`config.mk`:
```
export PLATFORM = sky130hd
export DESIGN_NAME = hazard_unit_mc
export DESIGN_NICKNAME = d
export VERILOG_FILES = /design/src/rtl/hazard_unit_mc.sv
export SDC_FILE = /design/constraint.sdc
export NUM_CORES = 1
export LEC_CHECK = 0
export ABC_AREA = 1
export BUFFER_PORTS_ARGS = -buffer_cell sky130_fd_sc_hd__buf_2
export CAP_MARGIN = 0
export CORE_AREA = 8 8 45 47
export DETAILED_ROUTE_END_ITERATION = 10
export DIE_AREA = 0 0 53 55
export PLACE_DENSITY = 0.82
export REMOVE_ABC_BUFFERS = 1
export SLEW_MARGIN = 10
export SYNTH_ARGS = -nofsm -noshare
export SYNTH_HDL_FRONTEND = slang
export SYNTH_SLANG_ARGS = --single-unit
```
`constraint.sdc`:
```
create_clock -name clk -period 2.2 [get_ports clk]
set_input_delay 0.44 -clock clk [delete_from_list [all_inputs] [get_ports clk]]
set_output_delay 0.44 -clock clk [all_outputs]
set_load 0.02 [all_outputs]
```
`src/rtl/hazard_unit_mc.sv`:
```
// hazard_unit_mc: pipeline hazard controller.
// Generates per-port forwarding selects from the MEM and WB stages and detects
// load-use hazards. It also runs the data-memory wait FSM, merges the GEMM wait
// into the global stall, and holds any flush that arrives during a stall.
// Optional feature macro: HAZ_MEM_READY_EN. When it is defined, the memory wait
// is ended by a dmem_ready handshake and the fixed-latency counter is removed.
module hazard_unit_mc #(
  parameter int unsigned NUM_RD_PORTS = 2,
  parameter int unsigned REG_AW       = 5,
  parameter int unsigned MEM_LAT      = 1
) (
  input  logic                           clk,
  input  logic                           rst,
  input  logic [NUM_RD_PORTS*REG_AW-1:0] rs_addr,
  input  logic [REG_AW-1:0]              rd_mem,
  input  logic [REG_AW-1:0]              rd_wb,
  input  logic                           reg_wr_mem,
  input  logic                           reg_wr_wb,
  input  logic [1:0]                     wb_sel_mem,
  input  logic                           mem_read,
  input  logic                           pc_sel,
  input  logic                           epc_taken,
  input  logic                           wait_for_gemm,
`ifdef HAZ_MEM_READY_EN
  input  logic                           dmem_ready,
`endif
  output logic [NUM_RD_PORTS*2-1:0]      fwd_sel,
  output logic                           stall,
  output logic                           flush,
  output logic                           load_use,
  output logic                           mem_busy
);

  localparam int unsigned FWD_W = 2;

  typedef enum logic {
    IDLE = 1'b0,
    BUSY = 1'b1
  } mem_state_t;

  mem_state_t state_q;
  mem_state_t state_d;
  logic       mem_stall;
  logic       mem_valid;
  logic       wb_valid;
  logic       mem_is_alu;
  logic       flush_req;
  logic       flush_hold_q;

  logic [NUM_RD_PORTS-1:0] mem_hit;
  logic [NUM_RD_PORTS-1:0] wb_hit;

  // A stage is a producer only when it writes a non-x0 register
  assign mem_valid  = reg_wr_mem && (rd_mem != '0);
  assign wb_valid   = reg_wr_wb && (rd_wb != '0);
  assign mem_is_alu = (wb_sel_mem == 2'b01);

  // Per-port address comparison against both producers
  for (genvar g = 0; g < NUM_RD_PORTS; g++) begin : g_port
    logic [REG_AW-1:0] rs;
    assign rs         = rs_addr[g*REG_AW +: REG_AW];
    assign mem_hit[g] = mem_valid && (rs == rd_mem);
    assign wb_hit[g]  = wb_valid && (rs == rd_wb);
  end

  // Forwarding select (MEM ALU result beats WB) and load-use detection
  always_comb begin
    fwd_sel  = '0;
    load_use = 1'b0;
    for (int i = 0; i < int'(NUM_RD_PORTS); i++) begin
      if (mem_hit[i] && mem_is_alu) begin
        fwd_sel[i*FWD_W +: FWD_W] = 2'b01;
      end else if (wb_hit[i]) begin
        fwd_sel[i*FWD_W +: FWD_W] = 2'b10;
      end
      if (mem_hit[i] && !mem_is_alu) begin
        load_use = 1'b1;
      end
    end
  end

`ifdef HAZ_MEM_READY_EN

  // Memory FSM state register
  always_ff @(posedge clk) begin
    if (rst) begin
      state_q <= IDLE;
    end else begin
      state_q <= state_d;
    end
  end

  // Memory FSM next state: BUSY ends on the cycle dmem_ready is seen
  always_comb begin
    state_d = state_q;
    case (state_q)
      IDLE: begin
        if (mem_read) begin
          state_d = BUSY;
        end
      end
      BUSY: begin
        if (dmem_ready) begin
          state_d = IDLE;
        end
      end
      default: state_d = IDLE;
    endcase
  end

  // Memory FSM outputs: stall until the memory reports ready
  always_comb begin
    mem_stall = 1'b0;
    mem_busy  = 1'b0;
    case (state_q)
      IDLE: mem_stall = mem_read;
      BUSY: begin
        mem_busy  = 1'b1;
        mem_stall = !dmem_ready;
      end
      default: begin
        mem_stall = 1'b0;
        mem_busy  = 1'b0;
      end
    endcase
  end

`else

  localparam int unsigned CNT_W = $clog2(MEM_LAT + 1);

  logic [CNT_W-1:0] cnt_q;
  logic [CNT_W-1:0] cnt_d;

  // Memory FSM state and latency counter registers
  always_ff @(posedge clk) begin
    if (rst) begin
      state_q <= IDLE;
      cnt_q   <= '0;
    end else begin
      state_q <= state_d;
      cnt_q   <= cnt_d;
    end
  end

  // Memory FSM next state: count down the remaining latency, then release
  always_comb begin
    state_d = state_q;
    cnt_d   = cnt_q;
    case (state_q)
      IDLE: begin
        if (mem_read) begin
          state_d = BUSY;
          cnt_d   = CNT_W'(MEM_LAT - 1);
        end
      end
      BUSY: begin
        if (cnt_q != '0) begin
          cnt_d = cnt_q - CNT_W'(1);
        end else begin
          state_d = IDLE;
        end
      end
      default: begin
        state_d = IDLE;
        cnt_d   = '0;
      end
    endcase
  end

  // Memory FSM outputs: the load cycle plus MEM_LAT-1 busy cycles stall
  always_comb begin
    mem_stall = 1'b0;
    mem_busy  = 1'b0;
    case (state_q)
      IDLE: mem_stall = mem_read;
      BUSY: begin
        mem_busy  = 1'b1;
        mem_stall = (cnt_q != '0);
      end
      default: begin
        mem_stall = 1'b0;
        mem_busy  = 1'b0;
      end
    endcase
  end

`endif

  assign stall     = mem_stall | load_use | wait_for_gemm;
  assign flush_req = pc_sel | epc_taken;

  // Remember a redirect seen while stalled; drop it once the stall releases
  always_ff @(posedge clk) begin
    if (rst) begin
      flush_hold_q <= 1'b0;
    end else if (stall) begin
      flush_hold_q <= flush_hold_q | flush_req;
    end else begin
      flush_hold_q <= 1'b0;
    end
  end

  assign flush = (flush_req | flush_hold_q) & ~stall;

endmodule
```
==> run summary, run 1 <==
Layout Area Growth over Synthesis: 48.3%
register area share after synthesis: 8.49%
met1 WL: 587 µm
final-report setup violation count: 0
Clock Tree Buf Depth: 2
fin nets: 156
Congestion Overflow GR: 0
synthesized area: 472 µm²
worst reg-to-reg path cell count: 5
CTS Buf Count: 3
DIE HEIGHT: 55 µm
Worst setup EP type: primary output
Wirelength per Cell: 10.1 µm
slew margin rel.: 83.6%
postcts setup bufs: 0
worst vdd ir: 105 µV
Final TNS setup: 0 ps
max-cap violation count: 0
Critical Path Stages: 9
die width: 53 µm
Clock Latency Late Sink: 220 ps
HPWL Detailed: 1310 µm
DR WL met3: 144 µm
Worst path max stage delay: 170 ps
Tightest Pin Transition: 245 ps
worst r2r src: state_q
initial antenna violation count: 0
Required @ worst endpoint: 1760 ps
number of synthesized register bits: 2
First-pass DRT Iterations: 4
CP top delay family: simple AND/OR/NAND/NOR gates
crit-path max FO: 4
clock root cell: clkbuf_4
Starting Density: 34.1%
crit path from: rd_mem[1]
antenna-violating nets left: 0
Netlist cell types: 14
Vias: 610
biggest area consumer among synthesized cells: xnor2_1
buffers plus inverters on the worst setup path: 3
synth top area cells: xnor2_1, nand2_1, inv_1
Power Density: 327 mW/mm²
Hold Path Class: in2reg
total track usage: 9.81%
dpl ws: 430 ps
post-cts resize count: 0
Ys Warns: 0
Crit-path slowest cell: buf_2
Tmin final: 1770 ps
Inserted Diodes: 0
R2R Path End: flush_hold_q
DRC: 0
vias per cell: 4.36
Post-CTS Hold Fix Bufs: 0
H-tree depth: 1
pin count of the biggest net entering global routing: 5
Fmax achieved: 566 MHz
Non-Filler Instances: 140
Starting DRT DRC Count: 7
Tot Pwr: 0.228 mW
Final Slew Violations: 0
Hold Vio Cnt, Final: 0
number of global-route vias before repair: 568
CP endpoint: flush
first-pass GRT wire length: 2170 µm
top cell type's share of synthesized area: 16.7%
CP Data Arrival Time: 1330 ps
total clock sinks: 2
fin worst setup slack: 433 ps
placed insts: 137
Mapped Avg Cell Area: 5.62 µm²
Top Metal Used: met4
R2R setup slack: 1360 ps
Setup CP Type: in2out
clock slew at reported path FFs: 30 ps
Final Cycle Share: 80.3%
layout cells sized above 1: 37.9%
RSZ-0062 raised after global routing: false
IO Port Bufs: 37
CTS tree: built
Die ar.: 0.00292 mm²
final WL: 1420 µm
row count: 14
Gate Count Post-Synth: 84
RD Place Congestion: 0.801
Top-Level Pins: 38
crit-path cells: buf_2 -> nor2_1 -> nand3_1 -> nand2_1 -> inv_2 -> nand4_1 -> nand3_2 -> nor2_1 -> buf_2
nature of the critical path startpoint: input pin
status: complete, no violations
Fin Clk Skew: 0.688 ps
Core Region: 0.00138 mm²
Leak: 0.446 nW
met2 WL: 670 µm
## metrics by stage
stage	hold slack (ps)	cell area, µm²	utilization [%]
final	391	699	50.5
after global routing	394	699	50.5
after CTS	384	699	50.5
after detailed placement	507	677	48.9
after global placement	486	677	48.9
after floorplan	512	472	-
## cells in the final DEF (no fill, tap or decap)
cell,instances
inv_2,2
nand3_2,3
nor2_1,9
nand2_1,20
nand3b_1,1
nor2_2,2
nand4_1,5
nor3_1,3
xor2_1,6
xnor2_1,9
clkbuf_4,3
inv_1,18
buf_2,37
a21oi_1,1
dfxtp_1,2
nand3_1,3
## cell families (layout without fill, tap and decap cells)
group	after synthesis	in the layout	synth area share, %
buffers and inverters	20	60	15.9
flip-flops	2	2	8.49
AO/OA/AOI/OAI	1	1	1.06
XOR/XNOR	15	15	27.9
AND/OR/NAND/NOR	46	46	46.7
## state kept, by name, summed over array words and instances (netlist names)
register      cells
state_q           1
flush_hold_q      1
## power by group
part	total (mW)	switching, mW	internal (mW)	leakage, nW
Clock	0.0780	0.0181	0.0599	0.0138
Combinational	0.110	0.0592	0.0512	0.415
Sequential	0.0400	0.000811	0.0391	0.0167
Total	0.228	0.0781	0.150	0.446
## worst reg2reg max path, stage by stage (launching register included)
cell and delay, ps:
dfxtp_1 320, inv_1 50, a21oi_1 160, nand3_2 110
nand2_1 60, inv_1 30
## synthesized netlist by cell type
| master | number |
|---|---|
| dfxtp_1 | 2 |
| nand3_1 | 3 |
| a21oi_1 | 1 |
| nand4_1 | 5 |
| nor2_2 | 2 |
| nor2_1 | 9 |
| nand3_2 | 3 |
| inv_1 | 18 |
| xor2_1 | 6 |
| nand3b_1 | 1 |
| xnor2_1 | 9 |
| nor3_1 | 3 |
| nand2_1 | 20 |
| inv_2 | 2 |
## how the worst min path moves through the flow
stage | startpoint | endpoint | slack, ps | depth (start not counted)
finish | rst | state_q | 390 | 2
global route | rst | state_q | 390 | 2
CTS | rst | state_q | 380 | 2
detailed placement | state_q | state_q | 510 | 3
global placement | state_q | state_q | 490 | 3
floorplan | rst | state_q | 510 | 1
## cell type report
cell class	count	area, µm²
timing repair buffer	37	185
tap	16	20.0
inverter	20	75.1
fill	158	684
sequential	2	40.0
multi-input combinational	62	357
clock buffer	3	22.5
## routing by layer
metal / vias to the layer above / global-route usage (%)
li1: 337 / -
met1: 248 / 10.6
met5: - / 0
met2: 23 / 16.0
met4: 0 / 7.76
met3: 2 / 2.67
No activity file was read; power rests on OpenSTA's default activity.
==> inputs of run 2 (changes only) <==
--- a/config.mk
+++ b/config.mk
@@ -8,9 +8,9 @@
 export ABC_AREA = 1
 export BUFFER_PORTS_ARGS = -buffer_cell sky130_fd_sc_hd__buf_2
 export CAP_MARGIN = 0
-export CORE_AREA = 8 8 45 47
+export CORE_MARGIN = 8
+export CORE_UTILIZATION = 34
 export DETAILED_ROUTE_END_ITERATION = 10
-export DIE_AREA = 0 0 53 55
 export PLACE_DENSITY = 0.82
 export REMOVE_ABC_BUFFERS = 1
 export SLEW_MARGIN = 10
==> constraint.sdc (replaced) <==
create_clock -name clk -period 1.6 [get_ports clk]
set_input_delay 0.32 -clock clk [delete_from_list [all_inputs] [get_ports clk]]
set_output_delay 0.32 -clock clk [all_outputs]
set_load 0.02 [all_outputs]
==> run 2 against run 1 <==
Net effect:
- total power grew 52%
- register-to-register slack lost 600 ps
- clock power grew 41%
- sequential share of layout area shrank 0.67 points
- routed wire length grew 17%
- sequential power grew 37%
==> run summary, run 2 (synthesis results as in run 1) <==
Required @ worst endpoint: 1280 ps (-480 ps)
Starting Density: 36.2% (+2.2 points)
slew margin rel.: 83.4% (-0.20 points)
DRC: 0 (unchanged)
largest registers: flush_hold_q x1, state_q x1
Wirelength per Cell: 11.9 µm (+18%)
die width: 53.2 µm (+0.46%)
most frequent cells in the layout: buf_2, nand2_1, inv_1
Fin Clk Skew: 0.565 ps (-0.123 ps)
Setup CP Type: in2out
Final Slew Violations: 0 (unchanged)
vias per cell: 4.72 (+8.3%)
NetSw: 0.123 mW (+57%)
First-pass DRT Iterations: 3 (-1)
pin count of the biggest net entering global routing: 5 (unchanged)
Clock Latency Late Sink: 220 ps (about the same)
dpl ws: 64.0 ps (-366 ps)
Vias: 656 (+7.5%)
fin worst setup slack: 77.6 ps (-355 ps)
sequential power share: 15.8% (-1.7 points)
Core Region: 0.00130 mm² (-6.0%)
first-pass GRT wire length: 2480 µm (+14%)
R2R Path End: flush_hold_q
RD Place Congestion: 0.806 (+0.65%)
Fill cells: 137 (-13%)
Congestion Overflow GR: 0 (unchanged)
number of global-route vias before repair: 659 (+16%)
clock root cell: clkbuf_4
Non-Filler Instances: 139 (-0.71%)
Die ar.: 0.00284 mm² (-2.7%)
Layout Area Growth over Synthesis: 67.9%
RSZ-0062 raised after global routing: true
Tightest Pin Transition: 248 ps (+2.99 ps)
layout cells sized above 1: 43.5% (+5.6 points)
Tmin final: 1520 ps
Worst setup EP type: primary output
HPWL Detailed: 1420 µm (+8.0%)
worst vdd ir: 159 µV (+51%)
nature of the critical path startpoint: input pin
clock slew at reported path FFs: 30 ps (about the same)
Hold Path Class: in2reg
R2R setup slack: 760 ps (-600 ps)
total track usage: 11.3% (+1.5 points)
combinational share of power: 52.7% (+4.4 points)
commonest non-fill, non-tap cell in the layout: buf_2
Fmax achieved: 657 MHz
worst r2r src: state_q
Pint: 0.225 mW (+50%)
Hold Path End: state_q
Clock Power Share: 31.6% (-2.6 points)
origin of the worst min-delay path: rst
IO Port Bufs: 37 (unchanged)
switching portion of total power: 35.3% (+1.1 points)
Storage cell area: 40.0 µm² (unchanged)
crit path from: rs_addr[6]
CTS tree: built
max-cap violation count: 0 (unchanged)
H-tree depth: 1 (unchanged)
postcts setup bufs: 0 (unchanged)
worst reg-to-reg path cell count: 5 (unchanged)
placed insts: 136 (-0.73%)
Power Density: 439 mW/mm² (+35%)
Inserted Diodes: 0 (unchanged)
area of the multi-input gates: 402 µm² (+13%)
status: complete, no violations
Final Cycle Share: 95.2%
Top-Level Pins: 38 (unchanged)
crit-path max FO: 3 (-1)
antenna-violating nets left: 0 (unchanged)
Clock Tree Buf Depth: 2 (unchanged)
DIE HEIGHT: 53.2 µm (-3.2%)
CP Data Arrival Time: 1200 ps (-130 ps)
initial antenna violation count: 0 (unchanged)
final WL: 1660 µm (+17%)
Hold Vio Cnt, Final: 0 (unchanged)
Leak: 0.474 nW (+6.5%)
Hold Crit Depth: 2 (unchanged)
CTS Buf Count: 3 (unchanged)
total clock sinks: 2 (unchanged)
row count: 13 (-1)
final-report setup violation count: 0 (unchanged)
Starting DRT DRC Count: 4 (-3)
fin nets: 156 (unchanged)
Tot Pwr: 0.348 mW (+52%)
[run 2: changes by cell type in the layout (fill, tap and decap cells not counted), moves of 2 or more]
cell     change
buf_2        -9
buf_4        +3
buf_6        +5
nor2_1       -3
nor2_4       +2
xnor2_1      -2
xnor2_2      +2
[run 2: what timing repair did]
item | 4_1_cts | 5_1_grt
resized for setup | 0 | 24
hold buffers | 0 | 0
endpoints found under the setup margin | 0 | 2
[run 2: final cells by class]
cell class | count | area share (%)
timing repair buffer | 37 | 29.5
inverter | 20 | 9.48
multi-input combinational | 62 | 50.7
clock buffer | 3 | 2.84
tap | 15 | 2.37
sequential | 2 | 5.06
[run 2: worst max-delay path by stage]
stage,end,slack [ps],cells past startpoint
3_3_place_gp,flush,80,9
6_report,flush,80,8
4_1_cts,flush,60,8
5_1_grt,flush,-30,8
2_1_floorplan,flush,100,7
3_5_place_dp,flush,60,8
[run 2: worst max-delay path, cell delays in order]
cell,delay [ps]
buf_8,100
xnor2_2,130
nand2_1,70
nor2_2,130
nand4_1,130
nand3_2,110
nor2_1,50
buf_4,160
[run 2: through the flow]
stage	hold slack (ps)	utilization (%)	instance area, µm²	TNS [ps]
final	274	60.9	792	0
after global routing	276	60.9	792	-62.9
after CTS	273	53.7	698	0
after detailed placement	499	51.9	676	0
after global placement	492	51.9	676	0
after floorplan	392	-	472	0
[run 2: routing by layer]
| layer | global-route usage [%] | share of wire [%] |
|---|---|---|
| met4 | 5.46 | 2.3 |
| met2 | 20.3 | 52 |
| met3 | 3.36 | 10 |
| met5 | 0 | 0 |
| met1 | 11.6 | 35 |
[run 2: power groups by stage]
stage          clock network (mW)  registers [mW]  logic (mW)
6_report                    0.110          0.0548       0.183
3_3_place_gp                    0          0.0556       0.150
3_5_place_dp                    0          0.0555       0.156
2_1_floorplan                   0          0.0572      0.0816
5_1_grt                     0.124          0.0555       0.203
4_1_cts                     0.115          0.0549       0.156
==> inputs of run 3 (changes only) <==
--- a/config.mk
+++ b/config.mk
@@ -12,6 +12,7 @@
 export CORE_UTILIZATION = 34
 export DETAILED_ROUTE_END_ITERATION = 10
 export PLACE_DENSITY = 0.82
+export RECOVER_POWER = 100
 export REMOVE_ABC_BUFFERS = 1
 export SLEW_MARGIN = 10
 export SYNTH_ARGS = -nofsm -noshare
==> run 3 against run 2 <==
Net effect:
- flip-flop and latch count did not move
- global-route usage did not move
- clock skew is essentially flat
- routed wire length unchanged
- clock-buffer cell count stayed put
- largest cell class unchanged
- highest routed layer unchanged
==> run summary, run 3 (synthesis results as in run 1) <==
status: complete, no violations
most frequent cells in the layout: buf_2, nand2_1, inv_1
met1 WL: 580 µm (unchanged)
CP Data Arrival Time: 1200 ps (about the same)
max-cap violation count: 0 (unchanged)
Inserted Diodes: 0 (unchanged)
Tmin final: 1520 ps (-0.0694 ps)
nature of the critical path startpoint: input pin
initial antenna violation count: 0 (unchanged)
met2 WL: 865 µm (unchanged)
Hold Vio Cnt, Final: 0 (unchanged)
Storage cell area: 40.0 µm² (unchanged)
Layout Area Growth over Synthesis: 67.6%
HPWL Detailed: 1420 µm (unchanged)
Starting DRT DRC Count: 4 (unchanged)
final WL: 1660 µm (unchanged)
Fmax achieved: 657 MHz (about the same)
number of global-route vias before repair: 659 (unchanged)
Setup CP Type: in2out
Required @ worst endpoint: 1280 ps (about the same)
Fin Clk Skew: 0.573 ps (+0.00758 ps)
Fill cells: 138 (+0.73%)
area of the multi-input gates: 402 µm² (unchanged)
Power Density: 440 mW/mm² (about the same)
Final TNS setup: 0 ps (unchanged)
RD Place Congestion: 0.806 (unchanged)
fin nets: 156 (unchanged)
Clock Latency Late Sink: 220 ps (about the same)
Top Metal Used: met4
Final Slew Violations: 0 (unchanged)
Worst setup EP type: primary output
clock root cell: clkbuf_4
first-pass GRT wire length: 2480 µm (unchanged)
DR WL met3: 174 µm (+0.58%)
clock slew at reported path FFs: 30 ps (about the same)
Starting Density: 36.2% (unchanged)
Leak: 0.468 nW (-1.4%)
final-report setup violation count: 0 (unchanged)
CTS Buf Count: 3 (unchanged)
worst vdd ir: 159 µV (about the same)
Clock Tree Buf Depth: 2 (unchanged)
row count: 13 (unchanged)
DIE HEIGHT: 53.2 µm (unchanged)
IO Port Bufs: 37 (unchanged)
Congestion Overflow GR: 0 (unchanged)
total clock sinks: 2 (unchanged)
slew margin rel.: 83.4% (unchanged)
DRC: 0 (unchanged)
Hold Path Class: in2reg
Final Cycle Share: 95.1% (about the same)
largest registers: flush_hold_q x1, state_q x1
Top-Level Pins: 38 (unchanged)
Tightest Pin Transition: 248 ps (unchanged)
total track usage: 11.3% (unchanged)
Vias: 656 (unchanged)
RSZ-0062 raised after global routing: true
die width: 53.2 µm (unchanged)
Wirelength per Cell: 11.9 µm (unchanged)
CTS tree: built
antenna-violating nets left: 0 (unchanged)
H-tree depth: 1 (unchanged)
fin worst setup slack: 77.6 ps (+0.0694 ps)
pin count of the biggest net entering global routing: 5 (unchanged)
crit-path max FO: 3 (unchanged)
Die ar.: 0.00284 mm² (unchanged)
Core Region: 0.00130 mm² (unchanged)
vias per cell: 4.72 (unchanged)
commonest non-fill, non-tap cell in the layout: buf_2
dpl ws: 64.0 ps (unchanged)
layout cells sized above 1: 42.7% (-0.81 points)
First-pass DRT Iterations: 3 (unchanged)
[run 3: cell count changes in the layout (fill, tap and decap cells not counted), sizes merged]
cell    delta
buf        -4
clkbuf     +4
[run 3: critical path, cell delays in order]
cell and delay [ps]:
buf_8 100, xnor2_2 130, nand2_1 70, nor2_2 130, nand4_1 130, nand3_2 110, nor2_1 50, buf_4 160
[run 3: cell type report]
cell class / instances / area share (%)
multi-input cells: 62 / 50.8
repair buffers: 37 / 29.4
inverters: 20 / 9.49
flip-flops and latches: 2 / 5.06
clock buffers: 3 / 2.85
well taps: 15 / 2.37
[run 3: through the flow]
step | hold WS, ps | instances | power, mW | instance area [µm²] | utilization [%]
after floorplan | 392 | 84 | 0.139 | 472 | -
after global placement | 492 | 136 | 0.206 | 676 | 51.9
after detailed placement | 499 | 136 | 0.212 | 676 | 51.9
after CTS | 273 | 139 | 0.326 | 698 | 53.7
after global routing | 276 | 139 | 0.382 | 791 | 60.8
final | 274 | 139 | 0.348 | 791 | 60.8
[run 3: worst paths after layout]
path | from | end | slack (ps) | depth (start not counted)
setup / recovery | rs_addr[6] | flush | 80 | 8
hold / removal | rst | state_q | 270 | 2
setup reg to reg | state_q | flush_hold_q | 750 | 5
hold reg to reg | state_q | state_q | 500 | 3
[run 3: where the power goes]
part / switching (mW) / leakage [nW] / internal (mW)
clock: 0.0273 / 0.0138 / 0.0826
sequential: 0.00110 / 0.0167 / 0.0538
combinational: 0.0944 / 0.437 / 0.0885
[run 3: layer usage]
metal	up-vias	global-route usage, %
li1	334	-
met1	290	11.6
met2	28	20.3
met3	4	3.36
met4	0	5.46
met5	-	0
[run 3: what timing repair did]
action                                  CTS  global route
hold buffers                              0             0
hold endpoints to repair                  0             0
endpoints found under the setup margin    0             2
gates resized for setup                   0            24
buffers inserted                          0             0
